File: config.mk
export PLATFORM = sky130hd
export DESIGN_NAME = known_ch_v3
export DESIGN_NICKNAME = d
export VERILOG_FILES = /design/src/rtl/known_ch_pkg.sv /design/src/rtl/known_ch_v3_best_select.sv /design/src/rtl/known_ch_v3.sv
export SDC_FILE = /design/constraint.sdc
export NUM_CORES = 1
export LEC_CHECK = 0
export CAP_MARGIN = 5
export CORE_UTILIZATION = 58
export CTS_BUF_LIST = sky130_fd_sc_hd__clkbuf_4 sky130_fd_sc_hd__clkbuf_8
export DETAILED_ROUTE_END_ITERATION = 8
export PLACE_DENSITY_LB_ADDON = 0.25
export SLEW_MARGIN = 10
export SYNTH_ARGS = -nofsm -noshare
export SYNTH_HDL_FRONTEND = slang
export SYNTH_HIERARCHICAL = 1
export SYNTH_SLANG_ARGS = --single-unit
File: constraint.sdc
create_clock -name clk -period 16.57 [get_ports clk]
set_clock_uncertainty 0.05 [all_clocks]
set_input_delay 3.314 -clock clk [delete_from_list [all_inputs] [get_ports clk]]
set_output_delay 3.314 -clock clk [all_outputs]
set_load 0.1 [all_outputs]
File: src/rtl/known_ch_pkg.sv
// -----------------------------------------------------------------------------
// known_ch_pkg
// Shared definitions for the known-cluster-head tracker:
//   DEF_WORD_WIDTH - default width of ID / hops / Q-value fields
//   DEF_KCH_DEPTH  - default number of known-cluster-head table entries
//   HOPS_INVALID   - hop count meaning "unreachable" (default width)
//   kch_entry_t    - one table entry {valid, id, hops, q} at default width
//   hops_reachable - true when a hop count is not the unreachable marker
// -----------------------------------------------------------------------------
package known_ch_pkg;

    localparam int DEF_WORD_WIDTH = 16;
    localparam int DEF_KCH_DEPTH  = 8;

    localparam logic [DEF_WORD_WIDTH-1:0] HOPS_INVALID = 16'hFFFF;

    typedef struct packed {
        logic                      valid;
        logic [DEF_WORD_WIDTH-1:0] id;
        logic [DEF_WORD_WIDTH-1:0] hops;
        logic [DEF_WORD_WIDTH-1:0] q;
    } kch_entry_t;

    function automatic logic hops_reachable(input logic [DEF_WORD_WIDTH-1:0] hops);
        return (hops != HOPS_INVALID);
    endfunction

endpackage

File: src/rtl/known_ch_v3_best_select.sv
// -----------------------------------------------------------------------------
// kch_best_select
// Combinational best-entry selector over the known-cluster-head table.
// Ranking: lowest hops first; on equal hops the higher Q wins; on equal hops
// and Q the higher table index (later arrival) wins.
// Ports:
//   valid      [DEPTH]      per-entry valid bits
//   id/hops/q  [DEPTH][W]   per-entry fields
//   best_valid              at least one valid entry exists
//   best_id, best_hops      fields of the winning entry (0 when none valid)
// -----------------------------------------------------------------------------
module kch_best_select #(
    parameter int WORD_WIDTH = 16,
    parameter int KCH_DEPTH  = 8
) (
    input  logic [KCH_DEPTH-1:0]  valid,
    input  logic [WORD_WIDTH-1:0] id   [KCH_DEPTH],
    input  logic [WORD_WIDTH-1:0] hops [KCH_DEPTH],
    input  logic [WORD_WIDTH-1:0] q    [KCH_DEPTH],
    output logic                  best_valid,
    output logic [WORD_WIDTH-1:0] best_id,
    output logic [WORD_WIDTH-1:0] best_hops
);

    logic [WORD_WIDTH-1:0] best_q_s;
    logic                  take_s;

    // Linear scan from index 0 upward; ">=" on Q lets a later index win a full tie.
    always_comb begin
        best_valid = 1'b0;
        best_id    = {WORD_WIDTH{1'b0}};
        best_hops  = {WORD_WIDTH{1'b0}};
        best_q_s   = {WORD_WIDTH{1'b0}};
        take_s     = 1'b0;
        for (int i = 0; i < KCH_DEPTH; i++) begin
            take_s = valid[i] &&
                     (!best_valid ||
                      (hops[i] < best_hops) ||
                      ((hops[i] == best_hops) && (q[i] >= best_q_s)));
            best_id    = take_s ? id[i]   : best_id;
            best_hops  = take_s ? hops[i] : best_hops;
            best_q_s   = take_s ? q[i]    : best_q_s;
            best_valid = best_valid | take_s;
        end
    end

endmodule

File: src/rtl/known_ch_v3.sv
// -----------------------------------------------------------------------------
// known_ch_v3
// Tracks advertised cluster heads in a small table and registers the best one.
// Ports:
//   clk         clock, all state on the rising edge
//   nrst        asynchronous reset, active high (asserted = 1)
//   en_KCH      one-cycle strobe: fCH_* hold a cluster-head advertisement
//   HB_reset    heartbeat: clears the table and forces outputs to "none"
//   fCH_ID      advertised cluster-head ID
//   fCH_Hops    hop count to that head, all-ones = unreachable
//   fCH_QValue  unsigned Q2.14 quality value
//   chosenCH    registered ID of the selected head (0 when none)
//   hopsFromCH  registered hop count of the selected head (all-ones when none)
// -----------------------------------------------------------------------------
module known_ch_v3
    import known_ch_pkg::*;
#(
    parameter int WORD_WIDTH = DEF_WORD_WIDTH,
    parameter int KCH_DEPTH  = DEF_KCH_DEPTH
) (
    input  logic                  clk,
    input  logic                  nrst,
    input  logic                  en_KCH,
    input  logic                  HB_reset,
    input  logic [WORD_WIDTH-1:0] fCH_ID,
    input  logic [WORD_WIDTH-1:0] fCH_Hops,
    input  logic [WORD_WIDTH-1:0] fCH_QValue,
    output logic [WORD_WIDTH-1:0] chosenCH,
    output logic [WORD_WIDTH-1:0] hopsFromCH
);

    localparam int IDX_W = (KCH_DEPTH > 1) ? $clog2(KCH_DEPTH) : 1;
    localparam logic [WORD_WIDTH-1:0] HOPS_NONE = {WORD_WIDTH{1'b1}};
    localparam logic [WORD_WIDTH-1:0] ID_NONE   = {WORD_WIDTH{1'b0}};

    logic [KCH_DEPTH-1:0]  valid_r;
    logic [WORD_WIDTH-1:0] id_r   [KCH_DEPTH];
    logic [WORD_WIDTH-1:0] hops_r [KCH_DEPTH];
    logic [WORD_WIDTH-1:0] q_r    [KCH_DEPTH];

    logic                  match_hit_s;
    logic [IDX_W-1:0]      match_idx_s;
    logic                  free_hit_s;
    logic [IDX_W-1:0]      free_idx_s;
    logic                  write_en_s;
    logic [IDX_W-1:0]      write_idx_s;

    logic                  best_valid_s;
    logic [WORD_WIDTH-1:0] best_id_s;
    logic [WORD_WIDTH-1:0] best_hops_s;

    // Find a valid entry with the advertised ID and the lowest free slot.
    // Scanning downward leaves the lowest free index as the final answer.
    always_comb begin
        match_hit_s = 1'b0;
        match_idx_s = {IDX_W{1'b0}};
        free_hit_s  = 1'b0;
        free_idx_s  = {IDX_W{1'b0}};
        for (int i = KCH_DEPTH - 1; i >= 0; i--) begin
            if (valid_r[i] && (id_r[i] == fCH_ID)) begin
                match_hit_s = 1'b1;
                match_idx_s = IDX_W'(i);
            end else if (!valid_r[i]) begin
                free_hit_s = 1'b1;
                free_idx_s = IDX_W'(i);
            end else begin
                free_hit_s = free_hit_s;
            end
        end
    end

    // Decide whether this advertisement lands in the table and where.
    // Unreachable advertisements never touch the table, not even to update.
    always_comb begin
        write_en_s  = en_KCH && !HB_reset && (fCH_Hops != HOPS_NONE) &&
                      (match_hit_s || free_hit_s);
        write_idx_s = match_hit_s ? match_idx_s : free_idx_s;
    end

    // Table storage: async clear, heartbeat drops all entries, otherwise write.
    always_ff @(posedge clk or posedge nrst) begin
        if (nrst) begin
            valid_r <= {KCH_DEPTH{1'b0}};
            for (int i = 0; i < KCH_DEPTH; i++) begin
                id_r[i]   <= {WORD_WIDTH{1'b0}};
                hops_r[i] <= {WORD_WIDTH{1'b0}};
                q_r[i]    <= {WORD_WIDTH{1'b0}};
            end
        end else if (HB_reset) begin
            valid_r <= {KCH_DEPTH{1'b0}};
        end else if (write_en_s) begin
            valid_r[write_idx_s] <= 1'b1;
            id_r[write_idx_s]    <= fCH_ID;
            hops_r[write_idx_s]  <= fCH_Hops;
            q_r[write_idx_s]     <= fCH_QValue;
        end else begin
            valid_r <= valid_r;
        end
    end

    kch_best_select #(
        .WORD_WIDTH (WORD_WIDTH),
        .KCH_DEPTH  (KCH_DEPTH)
    ) u_best (
        .valid      (valid_r),
        .id         (id_r),
        .hops       (hops_r),
        .q          (q_r),
        .best_valid (best_valid_s),
        .best_id    (best_id_s),
        .best_hops  (best_hops_s)
    );

    // Output registers follow the selector every cycle; heartbeat forces "none".
    always_ff @(posedge clk or posedge nrst) begin
        if (nrst) begin
            chosenCH   <= ID_NONE;
            hopsFromCH <= HOPS_NONE;
        end else if (HB_reset || !best_valid_s) begin
            chosenCH   <= ID_NONE;
            hopsFromCH <= HOPS_NONE;
        end else begin
            chosenCH   <= best_id_s;
            hopsFromCH <= best_hops_s;
        end
    end

endmodule

==> impl_metrics.ini <==
[cells_and_area]
drive_above_1_share_pct = 29.2
fill_cells = 3503
multi_input_area_mm2 = 0.0166
area_growth_pct = 18.5
seqCellArea_mm2 = 0.0106
nNetsFinal = 3118
final_util_pct = 70.3

[sta]
hold_violations = 0
setup_violations = 0
fin_ws_ps = 335
fin_crit_sh_pct = 98.0
fmax_mhz = 61.6
worstMarginPinSlew_ps = 1120
drv_slew = 0
relSlewSlack_pct = 25.2
period_minus_slack_ps = 16240

[route]
drtIter0Drc = 2234
drc = 0
via_per_inst = 6.51
ant_nets = 0
routed_wl_um = 86700
wire_per_inst_um = 24.7
vias = 22800
drtPass1Iterations = 6

[synthesis]
synth_warnings = 6
synth_cell_types = 95
netlist_instances = 2600
synthTopCellsByCount = dfrtp_1, mux2_2, ha_1, nand2_1, a21oi_1
yosysSeqAreaShare_pct = 38.1
synth-main-ff-cell = dfrtp_1
synthesis.area_mm2 = 0.0279
synth_top_cell_area_share_pct = 36.6
synth_area_leaders = dfrtp_1, mux2_2, ha_1
syn-num-nets = 2876
syn_area_per_cell_um2 = 10.7
synth_most_common_cell = dfrtp_1
async_reset_ff_share_pct = 100
ys_seq_elements = 424
synth_edf_count = 0
synth_area_leader_cell = dfrtp_1

[clock_network]
path_clk_slew_ps = 60
cts_buffers = 78
root_buffer = clkbuf_8
worstSkewPairLatency_ps = 700
hold_buffers = 0
cts_buffer_depth = 3
cts_tree = yes
cts_sinks = 424
ctsHtreeMaxLevel = 3

[setup_path]
slowest_stage = a221o_2
r2r-end = hopsFromCH[0]
required_ps = 17120
startpoint_type = flip-flop
worstSetupPathType = flip-flop to flip-flop
critPathLaunch = valid_r[0]
r2r_slack_ps = 330
worst_path_most_repeated_cell = buf_4
cp.arrival_ps = 16790
worst-r2r-cell-count = 73
cp_slowest_stage_delay_ps = 470
critPathCaptureType = flip-flop
r2r_start = valid_r[0]
crit_path_max_fanout = 21

[placement]
dp_hpwl_um = 61200
finalWeightedCongestion = 0.966
place_ws_ps = -75.1
io_buffers = 83

[hold_path]
holdCritStartpoint = q_r[120]
hold_depth = 1
hold_path_class = flip-flop to flip-flop
min_to = q_r[120]

[floorplanning]
ios = 84
die_h_um = 221
rows = 79
die_area_mm2 = 0.0489
initial_core_util_pct = 59.3
die_x_um = 221
core_area_mm2 = 0.0470

[status]
status = finished clean

[power_and_ir_drop]
p_leak_nw = 15.7
power_density_mw_per_mm2 = 89.0
peakVddDrop_v = 0.0000935

[flow_run]
drv_cap = 0

[global_route]
antenna_found_initial = 2
grt_overflow = 0
grt_pass1_vias = 23100
grt_pass1_wl_um = 133000
grt_usage_pct = 35.0
grt_max_degree = 134
==> critical path: cells and delay by family (launching register included) <==
kind / cells / cell delay [ps]
flops: 1 / 420
compound gates: 36 / 8050
fa+ha+maj: 7 / 1930
simple gates: 15 / 3150
buf+inv: 15 / 2460
==> state kept, by name, summed over array words and instances (netlist names) <==
name and cells:
hopsFromCH 16, valid_r 8, chosenCH 16, hops_r 128, q_r 128, id_r 128
==> through the flow <==
step                cells  hold WS, ps  area [um2]  TNS [ps]  total power (W)
CTS                  3478          436       32300         0          0.00289
global placement     3338          424       30500         0          0.00176
floorplan            2600          406       27900         0          0.00156
global route         3507          464       33000     -3600          0.00306
finish               3507          437       33000         0          0.00294
detailed placement   3338          424       30500      -126          0.00178
==> worst max path at each step <==
stage	endpoint	slack, ps	depth (start not counted)
detailed placement	hopsFromCH[0]	-80	76
global placement	hopsFromCH[0]	120	74
floorplan	chosenCH[10]	690	79
global route	hopsFromCH[15]	-230	77
finish	hopsFromCH[0]	330	73
CTS	hopsFromCH[0]	80	75
==> report_power, final <==
group          total (W)  internal [W]  switching [W]
Combinational   0.000652      0.000284       0.000368
Sequential       0.00118       0.00111      0.0000763
Clock            0.00110      0.000631       0.000472
==> logic make-up after synthesis <==
| kind of cell | count (synthesis) | synth area share, % |
|---|---|---|
| xor gates and xnor gates | 128 | 4.02 |
| buffers and inverters | 246 | 4.29 |
| adders and majority gates | 224 | 10.1 |
| muxes | 389 | 16.4 |
| and+or+nand+nor | 569 | 10.4 |
| DFF | 424 | 38.1 |
| AOI/OAI and AO/OA | 620 | 16.7 |
==> cell usage in the layout (no fill, tap or decap), types with 25 or more instances in the layout <==
master           instances
a21o_1                  55
a21oi_1                123
a22o_1                  32
a31oi_1                 33
and2_1                  36
buf_4                  224
clkbuf_4                28
clkbuf_8                92
clkdlybuf4s50_1         83
dfrtp_1                407
ha_1                   223
inv_1                   72
mux2_1                  83
mux2_2                 251
mux2_4                  51
nand2_1                178
nand3_1                 29
nand4_1                 48
nor2_1                 102
o21ai_0                 88
o22ai_1                 25
xnor2_1                 66
xor2_1                  62
==> area by class of cell <==
cell class | count | area share, %
multi-input cells | 1930 | 50.2
flip-flops and latches | 424 | 32.2
repair buffers | 335 | 9.34
clock buffers | 120 | 4.47
well taps | 607 | 2.30
inverters | 73 | 0.853
clock inverters | 17 | 0.633
diodes | 1 | 0.00758
==> repair_timing <==
action | in CTS | in global routing
pin swaps | 0 | 25
gates cloned | 1 | 4
resized for setup | 7 | 73
setup buffers | 2 | 24
setup endpoints to repair | 32 | 32
==> metal layers <==
layer  part of all wire (%)  global-route usage, %  wire [um]
met1                     43                   47.4      37000
met5                  0.010                      0          9
met2                     47                   55.7      40400
met4                    4.1                   15.4       3520
met3                    6.7                   5.42       5820
No activity file was read; power rests on OpenSTA's default activity.
==> variant 1: new RTL, config.mk and constraints unchanged <==
Change the package constant `DEF_KCH_DEPTH` from 8 to 4.
--- a/src/rtl/known_ch_pkg.sv
+++ b/src/rtl/known_ch_pkg.sv
@@ -10,7 +10,7 @@
 package known_ch_pkg;
 
     localparam int DEF_WORD_WIDTH = 16;
-    localparam int DEF_KCH_DEPTH  = 8;
+    localparam int DEF_KCH_DEPTH  = 4;
 
     localparam logic [DEF_WORD_WIDTH-1:0] HOPS_INVALID = 16'hFFFF;
 
Formal check against the unedited RTL: same outputs for any inputs over 4 cycles, from zero or initial values and one cycle with nrst high; that may be too few to reach the edited logic, so the function may still have changed.
==> variant 1 against the unedited design <==
- setup slack gained 5.7 ns
- design area shrank 53%
- sequential share of layout area grew 5.0 points
- area after synthesis shrank 51%
- first-iteration DRC count shrank 75%
- sequential cell count shrank 196
- synthesized cell count shrank 56%
- global-route usage shrank 7.1 points
- largest cell class unchanged
- hold slack gained 0.0047 ns
- routed wire length shrank 63%
- total power shrank 45%
==> variant 1: results <==
metrics = {
    "outcome": {
        "status": "completed",
    },
    "cts": {
        "clock_latency_ns": 0.54,
        "post_cts_resized": 0,
        "cts_setup_buffers": 0,
        "cts_max_level": 2,
        "cts_buffers": 40,
    },
    "logic_synthesis": {
        "synthesis.nets": 1303,
        "yosysSeqAreaShare_pct": 41.98,
        "synth_cell_types": 68,
        "synthAdderAreaFrac_pct": 8.807,
        "synth_seq_cells": 228,
        "yosys-top-cells-area": "dfrtp_1 39%, mux2_2 12%, ha_1 8.8%",
        "synthMuxAreaShare_pct": 21.18,
        "synthTopCellsByCount": "212 x dfrtp_1, 143 x mux2_2, 96 x ha_1",
    },
    "layout": {
        "diodes": 0,
        "clkbuf_count": 66,
        "multi_input_cells": 770,
        "clock_area_share_pct": 5.596,
        "fillers": 1799,
        "multi_input_area_share_pct": 46.39,
        "signal_buffers": 97,
        "inv_count": 89,
        "seq_area_sq_um": 5727,
    },
    "sta": {
        "hold_ws_ns": 0.4412,
        "tightest_slew_ns": 1.109,
    },
    "worst_setup_path": {
        "worstPathArrival_ns": 10.97,
        "cpPeakStageDelay_ns": 0.91,
        "crit_end": "hopsFromCH[12]$_DFF_PP1_",
        "critPathSlowestCell": "or3_2",
        "crit_fanout": 38,
        "rrSetupSlack_ns": 5.99,
    },
    "pwr": {
        "switching_power_mw": 0.4960,
        "p_clk_share_pct": 34.2,
        "pg_comb_mw": 0.369,
        "ir_worst_vdd_mv": 0.06743,
        "power_leakage_nw": 6.841,
    },
    "global_routing": {
        "grt_max_degree": 107,
        "grt_pass1_wl_mm": 52.83,
        "grt.total_usage_pct": 27.93,
    },
    "placed_design": {
        "routabilityCongestion": 0.9444,
        "dp_hpwl_mm": 22.12,
    },
    "drt": {
        "firstDrtPassIters": 7,
    },
    "min_path": {
        "min_from": "hops_r[50]$_DFFE_PP0P_",
    },
}
[variant 1: changes by cell type after synthesis, sizes merged, moves of 55 or more]
cell / delta
a21oi: -101
clkbuf: -55
dfrtp: -196
ha: -128
mux2: -163
nand2: -136
nor2: -84
[variant 1: stage by stage]
| step | cells | cell area [sq um] | utilization (%) | setup slack [ns] | total power [mW] |
|---|---|---|---|---|---|
| final | 1569 | 15400 | 67.43 | 5.993 | 1.621 |
| after global routing | 1569 | 15400 | 67.43 | 5.659 | 1.702 |
| after global placement | 1497 | 14540 | 63.65 | 6.623 | 1.056 |
| after CTS | 1569 | 15400 | 67.43 | 6.188 | 1.631 |
| after floorplan | 1155 | 13640 | - | 6.985 | 0.9632 |
| after detailed placement | 1497 | 14540 | 63.65 | 6.272 | 1.072 |
[variant 1: per-layer routing]
layer	GRT usage (%)	routed length [um]	part of all wire (%)
met2	45.70	15290	47
met3	4.095	1857	5.7
met5	0	0	0
met1	38.65	14620	45
met4	8.077	682	2.1
==> variant 2: new RTL, same flow settings <==
Made on the original files. Make the reset (`nrst`) synchronous in 2 clocked blocks. Comments in the files are not updated.
--- a/src/rtl/known_ch_v3.sv
+++ b/src/rtl/known_ch_v3.sv
@@ -78,7 +78,7 @@
     end
 
     // Table storage: async clear, heartbeat drops all entries, otherwise write.
-    always_ff @(posedge clk or posedge nrst) begin
+    always_ff @(posedge clk) begin
         if (nrst) begin
             valid_r <= {KCH_DEPTH{1'b0}};
             for (int i = 0; i < KCH_DEPTH; i++) begin
@@ -112,7 +112,7 @@
     );
 
     // Output registers follow the selector every cycle; heartbeat forces "none".
-    always_ff @(posedge clk or posedge nrst) begin
+    always_ff @(posedge clk) begin
         if (nrst) begin
             chosenCH   <= ID_NONE;
             hopsFromCH <= HOPS_NONE;
Check against the original RTL: differs if nrst is asserted again (counterexample within 4 cycles, from zero or initial values and one cycle with nrst high); with nrst held inactive, the same outputs for 4 cycles.
==> variant 2 against the unedited design <==
- the flow now finishes with violations (design-rule violations)
- design area fell by 3.6%
- routed wire length rose by 7.3%
- setup slack got worse by 0.13 ns
- hold slack got worse by 0.0085 ns
- area after synthesis fell by 0.73%
- sequential cell count did not move
- critical endpoint is now hopsFromCH[9]$_SDFF_PP1_
- highest routed layer is now met4
Power is not compared: it rests on default switching activity, and its combinational part moved more than twofold at a synthesized area within 25%.
==> variant 2: results <==
metrics = {
    "worst_setup_path": {
        "crit_fanout": 29,
        "worstPathArrival_ns": 16.93,
        "r2r_end": "hopsFromCH[9]$_SDFF_PP1_",
    },
    "logic_synthesis": {
        "synth_cell_types": 89,
        "synthMuxAreaShare_pct": 11.49,
        "synth_compound_area_share_pct": 17.61,
        "synth-xor-area-share_pct": 4.053,
        "syn_inst": 3227,
        "synthTopCellsByCount": "424 x dfxtp_1, 381 x nand2b_1, 303 x mux2i_1",
        "yosysSeqAreaShare_pct": 30.69,
        "synth-async-reset-ratio_pct": 0,
    },
    "cts": {
        "post_cts_resized": 12,
        "cts_buffers": 77,
        "cts_setup_buffers": 13,
    },
    "sta": {
        "slew_headroom_pct": 14.88,
        "finalWorstSetupSlack_ns": 0.2038,
    },
    "placed_design": {
        "dp_slack_ns": -0.9579,
    },
    "drt": {
        "drcViolationCount": 5,
        "dr_total_vias": 25330,
    },
    "outcome": {
        "status": "finished, violations left",
        "failed_checks": "design-rule violations",
    },
    "layout": {
        "drive_gt1_share_pct": 12.16,
    },
    "global_routing": {
        "grt_pass1_wl_mm": 139.8,
        "grt_max_degree": 119,
        "antenna_found_initial": 1,
    },
}
-- variant 2: metal layers --
| layer | up-vias | track usage [%] | share of wire [%] |
|---|---|---|---|
| li1 | 11690 | - | - |
| met1 | 12240 | 49.67 | 43 |
| met2 | 1164 | 60.05 | 45 |
| met3 | 240 | 6.254 | 7.9 |
| met4 | 0 | 15.68 | 4.1 |
| met5 | - | 0 | 0 |
-- variant 2: worst max-delay path: cells and delay by family (launching register included) --
family / cells / cell delay, ns
compound gates: 30 / 6.97
fa+ha+maj: 7 / 1.99
buf+inv: 14 / 2.44
simple gates: 22 / 4.39
flops: 1 / 0.44
-- variant 2: area by class of cell --
class                           instances  area [sq um]  share of cell area [%]
Inverter                              102         382.9                   1.202
Timing Repair Buffer                  244          2317                   7.277
Tap cell                              607         759.5                   2.385
Multi-Input combinational cell       2482         18200                   57.15
Antenna cell                            1         2.502                0.007859
Clock inverter                         19         207.7                  0.6523
Sequential cell                       424          8489                   26.66
Clock buffer                          117          1485                   4.664
